==> config.mk <==
export PLATFORM = sky130hd
export DESIGN_NAME = mtm_alu_deserializer
export DESIGN_NICKNAME = d
export VERILOG_FILES = /design/src/rtl/mtm_alu_pkg.sv /design/src/rtl/mtm_alu_rx_packet.sv /design/src/rtl/mtm_alu_deserializer.sv
export SDC_FILE = /design/constraint.sdc
export NUM_CORES = 1
export LEC_CHECK = 0
export ABC_AREA = 1
export CAP_MARGIN = 5
export CELL_PAD_IN_SITES_DETAIL_PLACEMENT = 1
export CELL_PAD_IN_SITES_GLOBAL_PLACEMENT = 1
export CORE_MARGIN = 5
export CORE_UTILIZATION = 44
export DETAILED_ROUTE_END_ITERATION = 6
export PLACE_DENSITY = 0.85
export SLEW_MARGIN = 0
export SYNTH_ARGS = -nofsm -noshare
export SYNTH_HDL_FRONTEND = slang
export SYNTH_SLANG_ARGS = --single-unit
==> constraint.sdc <==
create_clock -name clk -period 12.35 [get_ports clk]
set_input_delay 1.235 -clock clk [delete_from_list [all_inputs] [get_ports clk]]
set_output_delay 1.235 -clock clk [all_outputs]
set_load 0.05 [all_outputs]
==> src/rtl/mtm_alu_pkg.sv <==
// Shared constants and CRC helper for the mtm_Alu serial datapath.
package mtm_alu_pkg;

  localparam logic [2:0] OP_AND = 3'b000;
  localparam logic [2:0] OP_OR  = 3'b001;
  localparam logic [2:0] OP_ADD = 3'b100;
  localparam logic [2:0] OP_SUB = 3'b101;

  localparam logic PKT_DATA = 1'b0;
  localparam logic PKT_CTL  = 1'b1;

  localparam int ERR_DATA = 2;
  localparam int ERR_CRC  = 1;
  localparam int ERR_OP   = 0;

  typedef enum logic [2:0] {
    RX_IDLE, RX_CMD, RX_DATA, RX_STOP, RX_RESYNC
  } rx_state_t;

  // Bit-serial x^4+x+1 LFSR, data[67] is the first bit on the wire.
  function automatic logic [3:0] crc4_d68(input logic [67:0] data, input logic [3:0] crc);
    logic [3:0] c;
    logic       fb;
    c = crc;
    for (int i = 67; i >= 0; i--) begin
      fb = c[3] ^ data[i];
      c  = {c[2:1], c[0] ^ fb, fb};
    end
    return c;
  endfunction

  function automatic logic op_valid(input logic [2:0] op);
    return (op == OP_AND) || (op == OP_OR) || (op == OP_ADD) || (op == OP_SUB);
  endfunction

endpackage

==> src/rtl/mtm_alu_rx_packet.sv <==
// Packet receiver: frames one 11-bit start/cmd/payload/stop packet from sin.
module mtm_alu_rx_packet
  import mtm_alu_pkg::*;
(
  input  logic       clk,
  input  logic       rst,
  input  logic       sin,
  output logic       pkt_valid,
  output logic       pkt_cmd,
  output logic [7:0] pkt_byte,
  output logic       pkt_frame_err
);

  rx_state_t  state, state_n;
  logic [2:0] bit_cnt;
  logic [7:0] shreg;
  logic       cmd_q;

  always_ff @(posedge clk) begin
    if (rst) begin
      state   <= RX_IDLE;
      bit_cnt <= '0;
      shreg   <= '0;
      cmd_q   <= 1'b0;
    end else begin
      state <= state_n;
      if (state == RX_CMD) cmd_q <= sin;
      if (state == RX_DATA) begin
        shreg   <= {shreg[6:0], sin};
        bit_cnt <= bit_cnt + 3'd1;
      end
    end
  end

  // Strobes are combinational on the stop-bit cycle so the top can register
  // its result at the same edge that samples the stop bit.
  always_comb begin
    state_n       = state;
    pkt_valid     = 1'b0;
    pkt_frame_err = 1'b0;
    case (state)
      RX_IDLE:   if (!sin) state_n = RX_CMD;
      RX_CMD:    state_n = RX_DATA;
      RX_DATA:   if (bit_cnt == 3'd7) state_n = RX_STOP;
      RX_STOP: begin
        pkt_valid     = sin;
        pkt_frame_err = !sin;
        state_n       = sin ? RX_IDLE : RX_RESYNC;
      end
      RX_RESYNC: if (sin) state_n = RX_IDLE;
      default:   state_n = RX_IDLE;
    endcase
  end

  assign pkt_cmd  = cmd_q;
  assign pkt_byte = shreg;

endmodule

==> src/rtl/mtm_alu_deserializer.sv <==
// Frame assembly and checking: 8 DATA packets + 1 CTL packet -> A/B/op or error.
module mtm_alu_deserializer
  import mtm_alu_pkg::*;
#(
  parameter logic [3:0] CRC_INIT = 4'b0000
) (
  input  logic        clk,
  input  logic        rst,
  input  logic        sin,
  output logic        out_valid,
  output logic [31:0] A,
  output logic [31:0] B,
  output logic [2:0]  op,
  output logic        err_valid,
  output logic [2:0]  err_flags
);

  logic       pkt_valid, pkt_cmd, pkt_frame_err;
  logic [7:0] pkt_byte;

  mtm_alu_rx_packet u_rx (
    .clk           (clk),
    .rst           (rst),
    .sin           (sin),
    .pkt_valid     (pkt_valid),
    .pkt_cmd       (pkt_cmd),
    .pkt_byte      (pkt_byte),
    .pkt_frame_err (pkt_frame_err)
  );

  logic [7:0][7:0] data_q;
  logic [3:0]      cnt;
  logic            frame_err;
  logic [31:0]     fr_a, fr_b;
  logic [2:0]      ctl_op;
  logic [2:0]      ctl_err;

  assign fr_b   = {data_q[0], data_q[1], data_q[2], data_q[3]};
  assign fr_a   = {data_q[4], data_q[5], data_q[6], data_q[7]};
  assign ctl_op = pkt_byte[6:4];

  always_comb begin
    ctl_err = '0;
    if (cnt != 4'd8 || frame_err || pkt_byte[7])
      ctl_err[ERR_DATA] = 1'b1;
    else if (crc4_d68({fr_b, fr_a, 1'b1, ctl_op}, CRC_INIT) != pkt_byte[3:0])
      ctl_err[ERR_CRC] = 1'b1;
    else if (!op_valid(ctl_op))
      ctl_err[ERR_OP] = 1'b1;
  end

  always_ff @(posedge clk) begin
    if (rst) begin
      data_q    <= '0;
      cnt       <= '0;
      frame_err <= 1'b0;
      out_valid <= 1'b0;
      err_valid <= 1'b0;
      A         <= '0;
      B         <= '0;
      op        <= '0;
      err_flags <= '0;
    end else begin
      out_valid <= 1'b0;
      err_valid <= 1'b0;
      if (pkt_frame_err) frame_err <= 1'b1;
      if (pkt_valid && pkt_cmd == PKT_DATA) begin
        if (cnt < 4'd8) data_q[cnt[2:0]] <= pkt_byte;
        // 9 marks "too many DATA packets" and must not wrap back to 8
        if (cnt != 4'd9) cnt <= cnt + 4'd1;
      end
      if (pkt_valid && pkt_cmd == PKT_CTL) begin
        cnt       <= '0;
        frame_err <= 1'b0;
        if (ctl_err != '0) begin
          err_valid <= 1'b1;
          err_flags <= ctl_err;
        end else begin
          out_valid <= 1'b1;
          A         <= fr_a;
          B         <= fr_b;
          op        <= ctl_op;
        end
      end
    end
  end

endmodule

==> results of run 1 <==
-- placed cells by master, fill, tap and decap left out, types with 3 or more instances in the layout --
master,synthesis,final
a21oi_1,83,83
buf_4,3,4
clkbuf_16,0,17
clkdlybuf4s50_1,0,74
clkinv_2,0,5
clkinvlp_4,0,4
dfxtp_1,156,156
ha_1,5,5
inv_1,128,128
inv_2,15,15
nand2_1,364,364
nand2_2,56,56
nand3_1,231,231
nand3_2,12,12
nand4_1,3,3
nor2_1,167,167
nor2_2,4,3
o21ai_0,78,78
-- final timing paths --
path | start | endpoint
max | data_q[7] | A[17]
min | op[1] | op[1]
max reg2reg | data_q[7] | A[17]
min reg2reg | op[1] | op[1]
-- cells in the mapped netlist (all sizes together) --
library cell	number
nand3	243
nand4	3
ha	5
inv	143
clkinv	3
xor2	2
xnor2	2
nor4	2
nand2	420
o21ai	78
buf	24
dfxtp	156
nor2	171
a31oi	1
nand3b	1
clkbuf	26
o211ai	1
nor3	3
a21oi	83
-- area by class of cell --
cell class	instances	share of cell area
Clock buffer	18	0.0439
Clock inverter	14	0.0145
Inverter	146	0.0549
Multi-Input combinational cell	1015	0.464
Sequential cell	156	0.312
Tap cell	265	0.0331
Timing Repair Buffer	78	0.0770
-- flip-flops by register name, summed over array words and instances, names as in the netlist, 3 cells and up --
register and cells:
data_q 64, A 32, B 32, u_rx.pkt_byte 8
cnt 4, err_flags 3, op 3, u_rx.bit_cnt 3
u_rx.state 3
-- critical path, delay by kind of cell (launching register included) --
kind,cells,cell delay (ps)
AND/OR/NAND/NOR,61,6700
buffers and inverters,8,1030
flip-flops,1,440
-- logic make-up after synthesis --
family | after synthesis | synth area share
DFF | 156 | 0.363
adders and majority gates | 5 | 0.00727
AOI/OAI and AO/OA | 163 | 0.0953
and+or+nand+nor | 843 | 0.433
buffers and inverters | 196 | 0.0976
xor gates and xnor gates | 4 | 0.00407
-- per-layer routing --
layer / global-route usage / wire (um) / up-vias
li1: - / - / 4476
met4: 0.0855 / 637 / 0
met5: 0 / 0 / -
met3: 0.0324 / 768 / 47
met2: 0.417 / 12700 / 149
met1: 0.296 / 11900 / 4211
-- metrics by stage --
step	utilization	instance area [um^2]	worst slack [ps]	hold slack, ps	cells
floorplan	-	8600	6600	431	1367
global placement	0.487	9420	4660	433	1660
detailed placement	0.487	9420	4240	448	1660
CTS	0.517	10000	4080	456	1692
global route	0.517	10000	3030	471	1692
finish	0.517	10000	4100	456	1692
==> summary.md, run 1 <==
| Metric | Value |
|---|---|
| Status | `finished clean` |
| Slew HR | `0.260` |
| Slowest stage delay, CP | `880 ps` |
| Initial core utilization | `0.445` |
| IO Port Bufs | `74` |
| Worst R2R Path Depth | `69` |
| Clock Tree Root | `clkbuf_16` |
| CP Launch Type | `flip-flop` |
| Number of global-route vias before repair | `between 9000 and 10000` |
| Fin. Hold Viols | `0` |
| Post-CTS setup buffer count | `0` |
| Antenna violations before repair | `0` |
| Max_cap viols | `0` |
| RSZ-0062 raised after global routing | `false` |
| Worst path arrival time | `8610 ps` |
| R2r setup slk | `4100 ps` |
| Aggregate global-route resource usage | `0.237` |
| Max Slew Vio Count | `0` |
| DR WL/cell | `15.4 um` |
| Number of vias in the routed layout | `~9000` |
| Synth Register Bits | `about 160` |
| Multi-input logic area | `4640 um^2` |
| Pin count of the biggest net entering global routing | `102` |
| Number of gates resized after CTS | `0` |
| TritonCTS clock tree | `yes` |
| Clock Path Buffers | `2` |
| Syn avg cell area | `6.29 um^2` |
| Die Width | `150 um` |
| I/O Pins | `75` |
| Depth of the CTS H-tree | `4` |
| Critical path type | `reg -> reg` |
| Ant diodes | `0` |
| Fmax | `121 MHz` |
| Final WL | `26000 um` |
| Setup TNS | `0 ps` |
| Yosys Warn Count | `0` |
| CTS Buf Count | `17` |
| Skew-Pair Late Insertion Delay | `420 ps` |
| Syn nets | `1375` |
| Initial DRC Count | `around 300` |
| DRT Pass-1 Iters | `5` |
| Syn Inst Count | `1367` |
| Tightest Pin Transition | `1110 ps` |
| Seq/Total Area, Yosys | `0.363` |
| TritonCTS sink count | `156` |
| Worst EP required | `12710 ps` |
| WHS Path Cells | `2` |
| Layout cell share with drive strength beyond 1 | `0.0883` |
| Hold WC Path Type | `reg -> reg` |
| Hold_buf cts | `0` |
| GPL Wtd Cong | `0.879` |
| Vias per Instance | `5.25` |
| Final nets | `1422` |
| Synth area leaders | `dfxtp_1, nand2_1, nand3_1` |
| Critical Path Sink Type | `flip-flop` |
| Top cell by count, worst path | `nand2_1` |
| Clk pin slew, worst setup/hold paths | `70 ps` |
| Core area | `19300 um^2` |
| Final Cycle Share | `0.668` |
| Total global routing overflow | `0` |
| First-pass GRT wire length | `43500 um` |
| CP Max Fanout | `40` |
| Worst Clk Skew | `7.80 ps` |
| Share of the synthesized area in the top cell type | `0.363` |
| Register area | `3120 um^2` |
| Max stage delay cell, worst path | `nor3_4` |
| Hpwl dp | `18500 um` |
| Final setup viols | `0` |
| Rows | `51` |
| Count of cell types in the netlist | `29` |
| Die area | `22400 um^2` |
| DRC viols | `0` |
| Mapped Area | `8600 um^2` |
| Area grow syn2layout | `16.3%` |
| Minimum clock period | `8250 ps` |
| Final ANT Viol Nets | `0` |
| Die H | `150 um` |
| Fillers | `between 2000 and 3000` |
| Leading area contributor after synthesis | `dfxtp_1` |
Power of run 1 is left out: the tool's default activity adds up to more than one toggle a clock period on the data nets, which glitch-free logic cannot reach.
==> run 2, diff against run 1 <==
--- a/config.mk
+++ b/config.mk
@@ -10,9 +10,9 @@
 export CELL_PAD_IN_SITES_DETAIL_PLACEMENT = 1
 export CELL_PAD_IN_SITES_GLOBAL_PLACEMENT = 1
 export CORE_MARGIN = 5
-export CORE_UTILIZATION = 44
+export CORE_UTILIZATION = 41
 export DETAILED_ROUTE_END_ITERATION = 6
-export PLACE_DENSITY = 0.85
+export PLACE_DENSITY = 0.8
 export SLEW_MARGIN = 0
 export SYNTH_ARGS = -nofsm -noshare
 export SYNTH_HDL_FRONTEND = slang
==> constraint.sdc (replaced) <==
create_clock -name clk -period 8.4 [get_ports clk]
set_input_delay 0.84 -clock clk [delete_from_list [all_inputs] [get_ports clk]]
set_output_delay 0.84 -clock clk [all_outputs]
set_load 0.05 [all_outputs]
==> run 2 against run 1 <==
Register-to-register slack worse by 3100 ps. Flip-flop and latch count unchanged. Non-clock buffer count up 8. First-iteration DRC count up 20%. Maximum frequency up 12%. Utilization down 2.7 points. Largest cell class unchanged. Highest routed layer unchanged. Wire length up 1.3%. Global-route usage down 1.7 points. Sequential share of layout area down 0.58 points. Cell area up 2.0%.
==> summary.md, run 2 (same netlist as run 1, synthesis figures left out) <==
| Metric | Value |
|---|---|
| Max Slew Vio Count | `0 (unchanged)` |
| Vias per Instance | `5.17 (-1.5%)` |
| Aggregate global-route resource usage | `0.220 (-0.0168)` |
| Worst Clk Skew | `12.4 ps (+4.64 ps)` |
| Total global routing overflow | `0 (unchanged)` |
| Worst EP required | `8720 ps (-3990 ps)` |
| Pin count of the biggest net entering global routing | `108 (+5.9%)` |
| Fmax | `136 MHz (+12%)` |
| Worst R2R Start | `data_q[7]` |
| Initial core utilization | `0.413 (-0.0318)` |
| Top cell by count, worst path | `nand2_1` |
| Ant diodes | `0 (unchanged)` |
| Number of flip-flops in the largest register | `64 (unchanged)` |
| Most common cell after layout, fill and taps aside | `nand2_1` |
| Layout cell share with drive strength beyond 1 | `0.0968 (+0.00850)` |
| DRC viols | `0 (unchanged)` |
| CP Launch Type | `flip-flop` |
| Number of global-route vias before repair | `8953 (-2.3%)` |
| Final ANT Viol Nets | `0 (unchanged)` |
| Depth of the CTS H-tree | `4 (unchanged)` |
| Die H | `155 um (+3.4%)` |
| Rows | `53 (+3.9%)` |
| Final WL | `26400 um (+1.3%)` |
| Initial DRC Count | `365 (+20%)` |
| Max_cap viols | `0 (unchanged)` |
| Hold WC Path Type | `reg -> reg` |
| Hpwl dp | `18400 um (-0.75%)` |
| Slowest stage delay, CP | `350 ps (-530 ps)` |
| Final setup margin | `1020 ps (-3070 ps)` |
| Reg2reg end | `B[9]` |
| Die Width | `155 um (+3.4%)` |
| I/O Pins | `75 (unchanged)` |
| DR WL/cell | `15.4 um (+0.19%)` |
| Status | `finished clean` |
| Fillers | `2788 (+4.8%)` |
| Worst R2R Path Depth | `70 (+1.4%)` |
| Die area | `24000 um^2 (+6.8%)` |
| Hold_buf cts | `0 (unchanged)` |
| Clock Path Buffers | `2 (unchanged)` |
| WHS Path Cells | `2 (unchanged)` |
| Most frequent cells in the layout | `nand2_1, nand3_1, nor2_1` |
| Critical Path Sink Type | `flip-flop` |
| Hold Path Origin | `op[1]` |
| CTS Buf Count | `17 (unchanged)` |
| R2r setup slk | `1020 ps (-3070 ps)` |
| Worst hold endpoint | `op[1]` |
| IO Port Bufs | `74 (unchanged)` |
| Register area | `3130 um^2 (+0.12%)` |
| Biggest regs | `data_q x64, A x32, B x32` |
| Final setup viols | `0 (unchanged)` |
| Worst hold margin | `448 ps (-8.34 ps)` |
| First-pass GRT wire length | `43700 um (+0.64%)` |
| Minimum clock period | `7380 ps (-879 ps)` |
| GPL Wtd Cong | `0.865 (-1.5%)` |
| Setup TNS | `0 ps (unchanged)` |
| Tightest Pin Transition | `958 ps (-148 ps)` |
| TritonCTS sink count | `156 (unchanged)` |
| Slew HR | `0.361 (+0.101)` |
| Antenna violations before repair | `0 (unchanged)` |
| Multi-input logic area | `4670 um^2 (+0.51%)` |
| Final core occ | `0.490 (-0.0272)` |
| DP Worst Slack | `805 ps (-3440 ps)` |
| Max stage delay cell, worst path | `dfxtp_2` |
| Skew-Pair Late Insertion Delay | `440 ps (+20 ps)` |
| DRT Pass-1 Iters | `5 (unchanged)` |
| Fin. Hold Viols | `0 (unchanged)` |
| CP Max Fanout | `9 (-78%)` |
| Final Cycle Share | `0.878 (+0.210)` |
| Area grow syn2layout | `18.6%` |
| Clock Tree Root | `clkbuf_16` |
| Final nets | `1431 (+0.63%)` |
| Number of vias in the routed layout | `8852 (-0.35%)` |
| Register with the most flip-flops | `data_q` |
| Core area | `20800 um^2 (+7.7%)` |
| Critical path type | `reg -> reg` |
| Worst path arrival time | `7700 ps (-910 ps)` |
| Critical Path Start | `data_q[7]` |
| TritonCTS clock tree | `yes` |
| Clk pin slew, worst setup/hold paths | `70 ps (about the same)` |
==> run 2: what timing repair did <==
item	CTS	global route
endpoints found under the setup margin	0	67
buffers inserted	0	6
resized for setup	0	10
==> run 2: routing by layer <==
| layer | global-route usage | share of wire | routed length [um] | vias to the layer above |
|---|---|---|---|---|
| met4 | 0.0681 | 0.020 | 526 | 0 |
| li1 | - | - | - | 4492 |
| met5 | 0 | 0 | 0 | - |
| met1 | 0.277 | 0.46 | 12200 | 4180 |
| met2 | 0.389 | 0.48 | 12700 | 144 |
| met3 | 0.0330 | 0.038 | 1010 | 36 |
==> run 2: final cells by class <==
class	count	area share
clock buffers	18	0.0430
clock inverters	14	0.0190
inverters	146	0.0538
multi-input cells	1016	0.457
flip-flops and latches	156	0.306
well taps	275	0.0337
repair buffers	86	0.0867
==> run 2: worst max-delay path: cells and delay by family, from the launching register on <==
kind	cells	cell delay (ps)
and+or+nand+nor	62	6070
buffers and inverters	8	790
DFF	1	350
==> run 2: stage by stage <==
| step | instances | area [um^2] |
|---|---|---|
| after floorplan | 1367 | 8600 |
| after global placement | 1671 | 9450 |
| after detailed placement | 1671 | 9450 |
| after CTS | 1703 | 10100 |
| after global routing | 1711 | 10200 |
| final | 1711 | 10200 |
==> run 2: how the worst max path moves through the flow <==
stage                 end  slack (ps)
floorplan           A[10]        2650
global route        A[25]         -60
finish               B[9]        1020
CTS                 A[16]         700
global placement    op[2]        1140
detailed placement   B[3]         800
Power of run 2 is left out for the same reason.
